[src/rtl/alu_pkg.sv]
// Shared ALU definitions: opcodes, stage states, word widths and the
// settle-counter width helper used by alu_z_stage.
package alu_pkg;

  localparam int WORD_W  = 32;
  localparam int DWORD_W = 64;
  localparam int OP_W    = 4;

  localparam logic [OP_W-1:0] OP_AND  = 4'b0000;
  localparam logic [OP_W-1:0] OP_OR   = 4'b0001;
  localparam logic [OP_W-1:0] OP_XOR  = 4'b0010;
  localparam logic [OP_W-1:0] OP_ADD  = 4'b0011;
  localparam logic [OP_W-1:0] OP_SUB  = 4'b0100;
  localparam logic [OP_W-1:0] OP_MUL  = 4'b0101;
  localparam logic [OP_W-1:0] OP_DIV  = 4'b0110;
  localparam logic [OP_W-1:0] OP_NOT  = 4'b0111;
  localparam logic [OP_W-1:0] OP_NEG  = 4'b1000;
  localparam logic [OP_W-1:0] OP_SHL  = 4'b1001;
  localparam logic [OP_W-1:0] OP_SHR  = 4'b1010;
  localparam logic [OP_W-1:0] OP_ROL  = 4'b1011;
  localparam logic [OP_W-1:0] OP_SHRA = 4'b1100;

  typedef enum logic [1:0] {IDLE, EXEC, DONE} state_e;

  // Counter must hold the largest wait; never narrower than one bit.
  function automatic int wait_cnt_w(int a, int b, int c);
    int m;
    m = a;
    if (b > m) m = b;
    if (c > m) m = c;
    return (m < 1) ? 1 : $clog2(m + 1);
  endfunction

endpackage

[src/rtl/alu_z_stage_if.sv]
// Request/result handshake bundle between the bus/control unit and alu_z_stage.
interface alu_z_stage_if;
  import alu_pkg::*;

  logic              in_valid;
  logic              in_ready;
  logic [WORD_W-1:0] y_in;
  logic [WORD_W-1:0] b_in;
  logic [OP_W-1:0]   op_in;
  logic              out_valid;
  logic              out_ready;
  logic [WORD_W-1:0] z_hi;
  logic [WORD_W-1:0] z_lo;
  logic              z_zero;
  logic [WORD_W-1:0] hi_out;
  logic [WORD_W-1:0] lo_out;

  modport master (
    output in_valid, y_in, b_in, op_in, out_ready,
    input  in_ready, out_valid, z_hi, z_lo, z_zero, hi_out, lo_out
  );

  modport slave (
    input  in_valid, y_in, b_in, op_in, out_ready,
    output in_ready, out_valid, z_hi, z_lo, z_zero, hi_out, lo_out
  );
endinterface

[src/rtl/alu_wait_counter.sv]
// Settle-time down-counter: load on accept, decrement while executing.
module alu_wait_counter #(
  parameter int W = 3
) (
  input  logic         clk,
  input  logic         rst_n,
  input  logic         load,
  input  logic [W-1:0] load_val,
  input  logic         dec,
  output logic         is_zero
);
  logic [W-1:0] cnt;

  always_ff @(posedge clk or negedge rst_n) begin
    if (!rst_n)                    cnt <= '0;
    else if (load)                 cnt <= load_val;
    else if (dec && cnt != '0)     cnt <= cnt - W'(1);
  end

  assign is_zero = (cnt == '0);
endmodule

[src/rtl/alu_z_stage.sv]
// ALU sequencing / Z-capture stage. Optional divide-by-zero trap and sticky
// div0 flag are enabled by defining ALU_Z_STAGE_DIV0_TRAP_EN.
module alu_z_stage
  import alu_pkg::*;
#(
  parameter int MUL_WAIT  = 2,
  parameter int DIV_WAIT  = 4,
  parameter int BASE_WAIT = 0
) (
  input  logic               clk,
  input  logic               rst_n,
  alu_z_stage_if.slave       bus,
  output logic [WORD_W-1:0]  alu_a,
  output logic [WORD_W-1:0]  alu_b,
  output logic [OP_W-1:0]    alu_op,
  input  logic [DWORD_W-1:0] alu_result,
  input  logic               alu_zero
`ifdef ALU_Z_STAGE_DIV0_TRAP_EN
  ,
  output logic               div0
`endif
);
  localparam int CW = wait_cnt_w(MUL_WAIT, DIV_WAIT, BASE_WAIT);

  state_e             state;
  logic [DWORD_W-1:0] z_q;
  logic               z_zero_q;
  logic [WORD_W-1:0]  hi_q;
  logic [WORD_W-1:0]  lo_q;
  logic               out_valid_q;
  logic               in_ready;
  logic               accept;
  logic               div0_req;
  logic               trap_q;
  logic               cnt_zero;
  logic               cnt_dec;
  logic [CW-1:0]      load_val;

  assign in_ready = (state == IDLE) || (state == DONE && bus.out_ready);
  assign accept   = bus.in_valid && in_ready;
  assign cnt_dec  = (state == EXEC) && !cnt_zero;

`ifdef ALU_Z_STAGE_DIV0_TRAP_EN
  assign div0_req = (bus.op_in == OP_DIV) && (bus.b_in == '0);
`else
  assign div0_req = 1'b0;
`endif

  // A trapped divide skips the settle wait entirely.
  always_comb begin
    load_val = CW'(BASE_WAIT);
    if (bus.op_in == OP_MUL)      load_val = CW'(MUL_WAIT);
    else if (bus.op_in == OP_DIV) load_val = CW'(DIV_WAIT);
    if (div0_req)                 load_val = '0;
  end

  alu_wait_counter #(.W(CW)) u_wait (
    .clk      (clk),
    .rst_n    (rst_n),
    .load     (accept),
    .load_val (load_val),
    .dec      (cnt_dec),
    .is_zero  (cnt_zero)
  );

  always_ff @(posedge clk or negedge rst_n) begin
    if (!rst_n) begin
      state       <= IDLE;
      alu_a       <= '0;
      alu_b       <= '0;
      alu_op      <= '0;
      trap_q      <= 1'b0;
      z_q         <= '0;
      z_zero_q    <= 1'b0;
      hi_q        <= '0;
      lo_q        <= '0;
      out_valid_q <= 1'b0;
`ifdef ALU_Z_STAGE_DIV0_TRAP_EN
      div0        <= 1'b0;
`endif
    end else begin
      if (accept) begin
        alu_a  <= bus.y_in;
        alu_b  <= bus.b_in;
        alu_op <= bus.op_in;
        trap_q <= div0_req;
      end
      case (state)
        IDLE: if (accept) state <= EXEC;
        EXEC: begin
          if (cnt_zero) begin
            state       <= DONE;
            out_valid_q <= 1'b1;
            if (trap_q) begin
              z_q      <= '0;
              z_zero_q <= 1'b1;
`ifdef ALU_Z_STAGE_DIV0_TRAP_EN
              div0     <= 1'b1;
`endif
            end else begin
              z_q      <= alu_result;
              z_zero_q <= alu_zero;
              // HI = upper half (MUL high word / DIV remainder), LO = lower half.
              if (alu_op == OP_MUL || alu_op == OP_DIV) begin
                hi_q <= alu_result[DWORD_W-1:WORD_W];
                lo_q <= alu_result[WORD_W-1:0];
              end
            end
          end
        end
        DONE: begin
          if (bus.out_ready) begin
            out_valid_q <= 1'b0;
            state       <= accept ? EXEC : IDLE;
          end
        end
        default: state <= IDLE;
      endcase
    end
  end

  assign bus.in_ready  = in_ready;
  assign bus.out_valid = out_valid_q;
  assign bus.z_hi      = z_q[DWORD_W-1:WORD_W];
  assign bus.z_lo      = z_q[WORD_W-1:0];
  assign bus.z_zero    = z_zero_q;
  assign bus.hi_out    = hi_q;
  assign bus.lo_out    = lo_q;
endmodule
[src/flat_wrapper.sv]
// flat-port wrapper written by rule: the top's interface ports become plain ports
module alu_z_stage_flat import alu_pkg::*;
#(
  parameter int MUL_WAIT  = 2,
  parameter int DIV_WAIT  = 4,
  parameter int BASE_WAIT = 0
)
  (clk, rst_n, alu_a, alu_b, alu_op, alu_result, alu_zero, bus_in_valid, bus_y_in, bus_b_in, bus_op_in, bus_out_ready, bus_in_ready, bus_out_valid, bus_z_hi, bus_z_lo, bus_z_zero, bus_hi_out, bus_lo_out);
  alu_z_stage_if bus_i ();
  input  logic clk;
  input  logic rst_n;
  output logic [WORD_W-1:0] alu_a;
  output logic [WORD_W-1:0] alu_b;
  output logic [OP_W-1:0] alu_op;
  input  logic [DWORD_W-1:0] alu_result;
  input  logic alu_zero;
  input wire logic [$bits(bus_i.in_valid)-1:0] bus_in_valid;
  input wire logic [$bits(bus_i.y_in)-1:0] bus_y_in;
  input wire logic [$bits(bus_i.b_in)-1:0] bus_b_in;
  input wire logic [$bits(bus_i.op_in)-1:0] bus_op_in;
  input wire logic [$bits(bus_i.out_ready)-1:0] bus_out_ready;
  output wire logic [$bits(bus_i.in_ready)-1:0] bus_in_ready;
  output wire logic [$bits(bus_i.out_valid)-1:0] bus_out_valid;
  output wire logic [$bits(bus_i.z_hi)-1:0] bus_z_hi;
  output wire logic [$bits(bus_i.z_lo)-1:0] bus_z_lo;
  output wire logic [$bits(bus_i.z_zero)-1:0] bus_z_zero;
  output wire logic [$bits(bus_i.hi_out)-1:0] bus_hi_out;
  output wire logic [$bits(bus_i.lo_out)-1:0] bus_lo_out;
  assign bus_i.in_valid = bus_in_valid;
  assign bus_i.y_in = bus_y_in;
  assign bus_i.b_in = bus_b_in;
  assign bus_i.op_in = bus_op_in;
  assign bus_i.out_ready = bus_out_ready;
  assign bus_in_ready = bus_i.in_ready;
  assign bus_out_valid = bus_i.out_valid;
  assign bus_z_hi = bus_i.z_hi;
  assign bus_z_lo = bus_i.z_lo;
  assign bus_z_zero = bus_i.z_zero;
  assign bus_hi_out = bus_i.hi_out;
  assign bus_lo_out = bus_i.lo_out;
  alu_z_stage #(.MUL_WAIT(MUL_WAIT), .DIV_WAIT(DIV_WAIT), .BASE_WAIT(BASE_WAIT)) u_core (.clk(clk), .rst_n(rst_n), .bus(bus_i), .alu_a(alu_a), .alu_b(alu_b), .alu_op(alu_op), .alu_result(alu_result), .alu_zero(alu_zero));
endmodule
[config.mk]
export PLATFORM = sky130hd
export DESIGN_NAME = alu_z_stage_flat
export DESIGN_NICKNAME = d
export VERILOG_FILES = /design/src/rtl/alu_pkg.sv /design/src/rtl/alu_z_stage_if.sv /design/src/rtl/alu_wait_counter.sv /design/src/rtl/alu_z_stage.sv /design/src/flat_wrapper.sv
export SDC_FILE = /design/constraint.sdc
export NUM_CORES = 1
export LEC_CHECK = 0
export ABC_AREA = 1
export CORE_AREA = 2 2 139 141
export CTS_CLUSTER_DIAMETER = 200
export DETAILED_ROUTE_END_ITERATION = 8
export DIE_AREA = 0 0 141 143
export PLACE_DENSITY = 0.89
export SYNTH_ARGS = -nofsm -noshare
export SYNTH_HDL_FRONTEND = slang
export SYNTH_HIERARCHICAL = 1
export SYNTH_SLANG_ARGS = --single-unit
[constraint.sdc]
create_clock -name clk -period 2.3 [get_ports clk]
set_clock_uncertainty 0.2 [all_clocks]
set_input_delay 0.69 -clock clk [delete_from_list [all_inputs] [get_ports clk]]
set_output_delay 0.69 -clock clk [all_outputs]
set_load 0.05 [all_outputs]
==> flow_metrics.tcl <==
set metrics [dict create \
    status "complete, no violations" \
    ctsLongestPathBuffers 3 \
    syn_avg_cell_area_um2 8.83 \
    final_util_pct 64.2 \
    drv_slew 0 \
    post-synth-top-area-cell "dfrtp_1" \
    clkLatencyLatePin_ps 490 \
    crit_path_start "bus_out_ready" \
    cts.reportedPaths.clkPinSlew_ps 60 \
    slowest_stage "dlygate4sd2_1" \
    critPathKind "primary input to output pin" \
    synth.top_cell.area_share_pct 64.1 \
    drc_errors 0 \
    place_ws_ps -140 \
    yosysSeqAreaShare_pct 64.1 \
    nets 1373 \
    ioPinCount 336 \
    core_mm2 0.0186 \
    numCtsBuffers 22 \
    clkSinkCount 203 \
    synth_area_leaders "dfrtp_1 64%, nand2_1 25%, nand3_1 4.2%" \
    yosysWarnings 6 \
    grt_pass1_vias 7380 \
    synthXorXnorAreaFrac_pct 0 \
    rrSetupSlack_ps 210 \
    cp_max_fo 2 \
    finalHoldViolCount 0 \
    rows 50 \
    setup_ws_ps 110 \
    num_vias 7237 \
    grtUsageTotal_pct 23.3 \
    netlist_instances 898 \
    grt-ovfl-total 0 \
    final.fill_count 1461 \
    syn_area_mm2 0.00793 \
    syn2layout_area_growth_pct 50.4 \
    worstHoldStart "u_core/bus.hi_out[14]" \
    fin_area_mm2 0.0119 \
    diodes 0 \
    drive_above_1_share_pct 21.5 \
    die_w_um 141 \
    min_period_ps 2190 \
    routedWlPerCell_um 16.3 \
    cp_data_required_time_ps 1410 \
    dieArea_mm2 0.0202 \
    crit_path_start_kind "primary input" \
    hpwl_um 17000 \
    arrival_ps 1300 \
    synth_compound_area_share_pct 0.710 \
    cts-htree-levels 1 \
    crit_path_max_incr_delay_ps 230 \
    ys_ff_latch 203 \
    critPathTopFamily "buffers and inverters" \
    start_util_pct 42.7 \
    seqCellArea_mm2 0.00508 \
    antenna_left 0 \
    antenna_found_initial 0 \
    cap_violations 0 \
    drt_iter0_drc 410 \
    grt_setup_unrepaired "no" \
    cp_num_buf_inv 3 \
    worst_hold_path_type "register to register" \
    cts_tree "done" \
    end_kind "output pin" \
    synth_top_family_by_area "simple AND/OR/NAND/NOR gates" \
    multi_input_area_mm2 0.00252 \
    syn_nets 1037 \
    drt_pre_antenna_iters 5 \
    crit_chain "dlygate4sd2_1 > inv_2 > a21oi_4 > buf_12" \
    timing.rr.start "u_core/u_wait/cnt[0]" \
    portBuffers 335 \
    grt_max_degree 96 \
    ys_types 18 \
    fin_tns_setup_ps 0 \
    vias_per_cell 4.88 \
    wl_um 24200 \
    muxShareOfSynthArea_pct 0 \
    setup_viol 0 \
    synth-simple-area-share_pct 30.6 \
    fin_crit_sh_pct 95.2 \
    grt_pass1_wl_um 37700 \
    placed_cell_area_mm2 0.0111 \
    maxClockFrequency_ghz 0.457 \
    root_buffer "clkbuf_16" \
    die_y_um 143 \
    synth_fa_ha_area_share_pct 0.316 \
    gp_congestion 0.782 \
]
final timing paths:
| path | to | cells after the start |
|---|---|---|
| max | bus_in_ready | 4 |
| min | u_core/bus.hi_out[14] | 2 |
| max reg2reg | u_core/bus.hi_out[11] | 9 |
| min reg2reg | u_core/bus.hi_out[14] | 2 |
| max in group asynchronous | u_core/z_q[7] | 3 |
| min in group asynchronous | u_core/alu_a[11] | 2 |
state kept, by name, indices dropped and copies added, names as in the netlist:
| signal | cells |
|---|---|
| u_core/z_q | 64 |
| u_core/alu_a | 32 |
| u_core/alu_b | 32 |
| u_core/bus.hi_out | 32 |
| u_core/bus.lo_out | 32 |
| u_core/alu_op | 4 |
| u_core/u_wait/cnt | 3 |
| u_core/state | 2 |
| u_core/bus.out_valid | 1 |
| u_core/bus.z_zero | 1 |
layout make-up:
cell class / instances / share of cell area [%]
Multi-Input combinational cell: 631 / 21.1
Sequential cell: 203 / 42.6
Inverter: 17 / 0.556
Clock buffer: 34 / 5.76
Clock inverter: 5 / 0.934
Tap cell: 234 / 2.46
Timing Repair Buffer: 359 / 26.6
tightest hold or removal path, cell delays in order (launching register included):
cell and delay (ps):
dfrtp_1 340, nand2_1 50, nand2_1 50
synth_stat cells:
master	number
nor2_1	6
ha_1	2
buf_2	25
conb_1	1
nand3_1	67
nand3_2	2
inv_2	3
clkbuf_1	10
nand2_2	2
buf_6	5
o21ai_0	8
a21oi_2	1
inv_1	14
nand2_1	538
o31ai_1	1
buf_4	7
dfrtp_1	203
nor3_1	3
logic make-up (layout without fill, tap and decap cells):
family	after synthesis	count (layout)
other	1	1
DFF	203	203
and+or+nand+nor	618	618
adders and majority gates	2	2
AOI/OAI and AO/OA	10	10
buffers and inverters	64	415
per-layer routing:
layer	routed length, um	GRT usage (%)	up-vias
li1	-	-	3421
met1	9310	27.8	3448
met2	12500	42.4	343
met3	2060	6.04	25
met4	282	5.26	0
met5	0	0	-
per-stage QoR:
stage	instances	hold slack [ps]
2_1_floorplan	898	194
3_3_place_gp	1442	255
3_5_place_dp	1442	259
4_1_cts	1483	275
5_1_grt	1483	294
6_report	1483	271
repair_timing:
action	CTS	global route
hold buffers	1	0
hold endpoints to repair	39	0
setup buffers	1	0
gates resized for setup	2	0
endpoints found under the setup margin	1	0
cells in the final DEF, fill, tap and decap left out:
cell	n
clkinv_2	1
nand2_2	3
bufinv_16	3
buf_4	212
inv_2	3
dlygate4sd2_1	1
nand3_1	67
inv_4	1
nand3_2	2
nor3_1	3
conb_1	1
clkinv_8	1
ha_1	2
clkbuf_16	23
clkbuf_1	4
o21ai_0	8
nand2_1	537
clkbuf_8	8
inv_1	13
dfrtp_1	203
nor2_1	6
buf_12	10
a21oi_4	1
clkdlybuf4s50_1	134
o31ai_1	1
dlygate4sd3_1	1
Power is left out: the tool's default activity adds up to more than one toggle a clock period on the data nets, which glitch-free logic cannot reach.
